`src/rtl/serial_adder_ctrl.sv`:
```
// Bit-serial WIDTH-bit adder: one full-adder slice (two half adders + OR) reused over WIDTH cycles.
// Latency: operands accepted on edge N, result valid after edge N+WIDTH.
// Backpressure: result held in DONE until out_ready; in_ready only in IDLE.

module half_adder (
    input  logic a,
    input  logic b,
    output logic s,
    output logic c
);
    assign s = a ^ b;
    assign c = a & b;
endmodule

module serial_adder_ctrl #(
    parameter int WIDTH = 8
) (
    input  logic             clk,
    input  logic             rst_n,
    input  logic             in_valid,
    output logic             in_ready,
    input  logic [WIDTH-1:0] a,
    input  logic [WIDTH-1:0] b,
    input  logic             cin,
    output logic             out_valid,
    input  logic             out_ready,
    output logic [WIDTH-1:0] sum,
    output logic             cout,
    output logic             busy
);
    localparam int              CW   = $clog2(WIDTH);
    localparam logic [CW-1:0]   LAST = CW'(WIDTH - 1);

    typedef enum logic [1:0] {
        IDLE = 2'd0,
        RUN  = 2'd1,
        DONE = 2'd2
    } state_t;

    state_t           state;
    state_t           state_nxt;
    logic [WIDTH-1:0] sha;
    logic [WIDTH-1:0] shb;
    logic [WIDTH-1:0] sum_sh;
    logic [WIDTH-1:0] sum_sh_nxt;
    logic [CW-1:0]    cnt;
    logic             carry;
    logic             carry_nxt;
    logic             s0, c0, s1, c1;
    logic             last_bit;

    // Single full-adder slice working on the LSBs of the operand shifters
    half_adder u_ha0 (.a(sha[0]), .b(shb[0]), .s(s0), .c(c0));
    half_adder u_ha1 (.a(s0),     .b(carry),  .s(s1), .c(c1));

    assign carry_nxt  = c0 | c1;
    assign sum_sh_nxt = WIDTH'({s1, sum_sh} >> 1);
    assign last_bit   = (cnt == LAST);

    always_ff @(posedge clk or negedge rst_n) begin
        if (!rst_n) begin
            state <= IDLE;
        end else begin
            state <= state_nxt;
        end
    end

    always_comb begin
        state_nxt = state;
        case (state)
            IDLE:    if (in_valid)  state_nxt = RUN;
            RUN:     if (last_bit)  state_nxt = DONE;
            DONE:    if (out_ready) state_nxt = IDLE;
            default:                state_nxt = IDLE;
        endcase
    end

    always_ff @(posedge clk or negedge rst_n) begin
        if (!rst_n) begin
            sha    <= '0;
            shb    <= '0;
            sum_sh <= '0;
            cnt    <= '0;
            carry  <= 1'b0;
            sum    <= '0;
            cout   <= 1'b0;
        end else begin
            case (state)
                IDLE: begin
                    if (in_valid) begin
                        sha    <= a;
                        shb    <= b;
                        carry  <= cin;
                        cnt    <= '0;
                        sum_sh <= '0;
                    end
                end
                RUN: begin
                    sha    <= sha >> 1;
                    shb    <= shb >> 1;
                    sum_sh <= sum_sh_nxt;
                    carry  <= carry_nxt;
                    cnt    <= cnt + 1'b1;
                    // Outputs only move on entry to DONE so they read as the last result elsewhere
                    if (last_bit) begin
                        sum  <= sum_sh_nxt;
                        cout <= carry_nxt;
                    end
                end
                default: ;
            endcase
        end
    end

    assign in_ready  = (state == IDLE);
    assign out_valid = (state == DONE);
    assign busy      = (state != IDLE);

endmodule

```
`config.mk`:
```
export PLATFORM = sky130hd
export DESIGN_NAME = serial_adder_ctrl
export DESIGN_NICKNAME = d
export VERILOG_FILES = /design/src/rtl/serial_adder_ctrl.sv
export SDC_FILE = /design/constraint.sdc
export NUM_CORES = 1
export LEC_CHECK = 0
export BUFFER_PORTS_ARGS = -buffer_cell sky130_fd_sc_hd__clkbuf_2
export CAP_MARGIN = 10
export CORE_MARGIN = 4
export CORE_UTILIZATION = 35
export CTS_BUF_LIST = sky130_fd_sc_hd__clkbuf_2 sky130_fd_sc_hd__clkbuf_4 sky130_fd_sc_hd__clkbuf_8
export CTS_CLUSTER_SIZE = 14
export DETAILED_ROUTE_END_ITERATION = 12
export GPL_TIMING_DRIVEN = 0
export PLACE_DENSITY = 0.64
export SYNTH_ARGS = -nofsm -noshare
export SYNTH_HDL_FRONTEND = slang
export SYNTH_SLANG_ARGS = --single-unit
```
`constraint.sdc`:
```
create_clock -name clk -period 4.4 [get_ports clk]
set_input_delay 0.22 -clock clk [delete_from_list [all_inputs] [get_ports clk]]
set_output_delay 0.22 -clock clk [all_outputs]
set_load 0.02 [all_outputs]
```
==> flow_summary.ini <==
[power]
p_comb_share_pct = 37.9
intPower_uw = 1034
vdd_ir_drop_max_uv = 388.4
p_seq_share_pct = 38.4
leakagePower_uw = 0.001067
sw_frac_of_total_pct = 33.59
p_per_area_nw_per_um2 = 702.6
p_switching_uw = 522.9
finalPower_uw = 1557
clkPwrFrac_pct = 23.7

[status]
status = finished, final reports clean

[placed_design]
dp_hpwl_mm = 2.501
portBuffers = 32
gp_congestion = 0.7461
dp_cells = 244

[logic_synthesis]
synth_area_leaders = dfrtp_1, mux2_1, nor3b_1
synth_edf_count = 0
synth_warnings = 0
ys_ff_latch = 38
synthArstFlopShare_pct = 100.0
synth_top_area_cell = dfrtp_1
netlist-cell-type-count = 29
synthesis.area_um2 = 1826
synthCells = 142
yosys_most_used_dff = dfrtp_1
yosysSeqAreaShare_pct = 52.09
synth_top_area_share_pct = 52.09
syn_nets = 166
avgSynthCellArea_um2 = 12.86

[sta]
slew_headroom_pct = 37.13
slew_viol_final = 0
max_freq_mhz = 568.2
fin_crit_sh_pct = 40.00
setup_violations = 0
rsz0062_at_grt = false
finalCriticalPeriod_ns = 1.760
worstMarginPinSlew_ns = 0.9431
skew_ns = 0.003669
tns_ns = 0
hold_violations = 0

[critical_path]
criticalPathCategory = reg -> out
critPathRequiredTime_ns = 4.18
crit_fanout = 10
endpoint_kind = output pin
arrival_ns = 1.54
startpoint_type = flip-flop

[final_layout]
n_fill_cell = 503
area_delta_synth_final_pct = 21.38
final-seq-area_um2 = 950.9
multi_input_area_um2 = 733.2
antenna_cells = 0
layout_commonest_cell = dfrtp_1
final_nets = 205
drive_gt1_share_pct = 34.07
mostFrequentLayoutCells = dfrtp_1, clkbuf_2, nor3b_1
final_cells = 252

[grt]
grt_pass1_vias = 1271
grt.total_usage_pct = 12.26
grtUsageMet2_pct = 18.05
gr-usage-met3_pct = 3.587
grt_pass1_wl_mm = 5.968
busiest_layer = met2
grt_max_degree = 39
overflow = 0
antenna_found_initial = 0
use_met1_pct = 16.51

[cts]
htree_num_levels = 2
clockBufferDepth = 2
cts_tree = yes
ctsResizeCount = 0
cts_buffers = 5
ctsHoldBuffers = 0
clock-root-buffer = clkbuf_8
clkSinkCount = 38
clk_latency_ns = 0.29
clkTransAtPathRegs_ns = 0.08
post-cts-setup-buffers = 0

[floorplanning]
io-pin-count = 33
die_h_um = 80.22
start_util_pct = 35.97
chipWidth_um = 80.22
rows = 26
die_area_um2 = 6435
core_region_area_um2 = 5075

[drt]
wirelength_mm = 3.600
detail-route-antenna-nets = 0
drt-wirelength-per-cell_um = 14.29
drc = 0
drt_iter0_drc = 37
vias_per_cell = 4.968
vias = 1252
firstDrtPassIters = 4

[flow_run]
max_cap_violations = 0

[hold_path]
hold_path.class = in -> async
## per-stage QoR
stage | area, µm² | setup slack (ns) | hold WS [ns] | util [%]
2_1_floorplan | 1826 | 2.983 | -0.07559 | -
3_3_place_gp | 2073 | 2.907 | 0.4070 | 40.85
3_5_place_dp | 2073 | 2.893 | 0.4129 | 40.85
4_1_cts | 2216 | 2.624 | 0.08579 | 43.66
5_1_grt | 2216 | 2.536 | 0.09994 | 43.66
6_report | 2216 | 2.640 | 0.05698 | 43.66
## path summary, 6_finish.rpt
| kind | start | to | cells past startpoint | slack (ns) |
|---|---|---|---|---|
| setup / recovery | state[0] | in_ready | 5 | 2.64 |
| hold / removal | rst_n | sum[5] | 1 | 0.06 |
| setup reg to reg | cnt[0] | sum[1] | 5 | 2.90 |
| hold reg to reg | cnt[0] | cnt[0] | 1 | 0.48 |
| max in group asynchronous | rst_n | sha[6] | 1 | 3.76 |
| min in group clk | out_ready | state[1] | 2 | 0.10 |
## synth_stat cells (2+ instances only)
master     n
nand2b_1   4
buf_2      4
ha_1       2
o221a_2    5
a211o_1    2
a211oi_1   9
inv_1     11
nor4bb_1   2
mux2_1     9
nor4b_1   10
a22o_1     9
or4b_1     5
buf_6      4
dfrtp_1   38
buf_4      3
nor3b_1   12
## area by class of cell
type	count	share of cell area, %
Sequential cell	38	42.91
Timing Repair Buffer	32	7.228
Buffer	13	4.348
Clock buffer	6	3.727
Tap cell	70	3.953
Clock inverter	2	2.710
Inverter	12	2.033
Multi-Input combinational cell	79	33.09
## critical path, cell delays in order (launching register included)
cell and delay, ns:
dfrtp_1 0.39, buf_2 0.18, clkbuf_1 0.20, or2_1 0.28, inv_2 0.05, clkbuf_2 0.15
## registers in the layout, summed over array words and instances (netlist names)
register  count
cnt           3
sum           8
shb           8
sum_sh        7
sha           8
state         2
carry         1
cout          1
## metal layers
layer | vias to the layer above | part of all wire (%)
met4 | 0 | 1.8
met2 | 37 | 44
met1 | 603 | 48
met3 | 7 | 6.4
met5 | - | 0
li1 | 605 | -
## cell families after synthesis
| kind of cell | Yosys count | share of synthesized area [%] |
|---|---|---|
| and+or+nand+nor | 36 | 16.72 |
| buffers and inverters | 25 | 7.744 |
| adders and majority gates | 3 | 2.467 |
| muxes | 10 | 6.100 |
| DFF | 38 | 52.09 |
| AOI/OAI and AO/OA | 30 | 14.87 |
## power by group through the flow
stage	clock (µW)	sequential (µW)	combinational (µW)
6_report	369	597	590
3_5_place_dp	0	603	600
4_1_cts	377	598	600
2_1_floorplan	0	623	418
3_3_place_gp	0	601	586
5_1_grt	391	615	658
No activity file was read; power rests on OpenSTA's default activity.
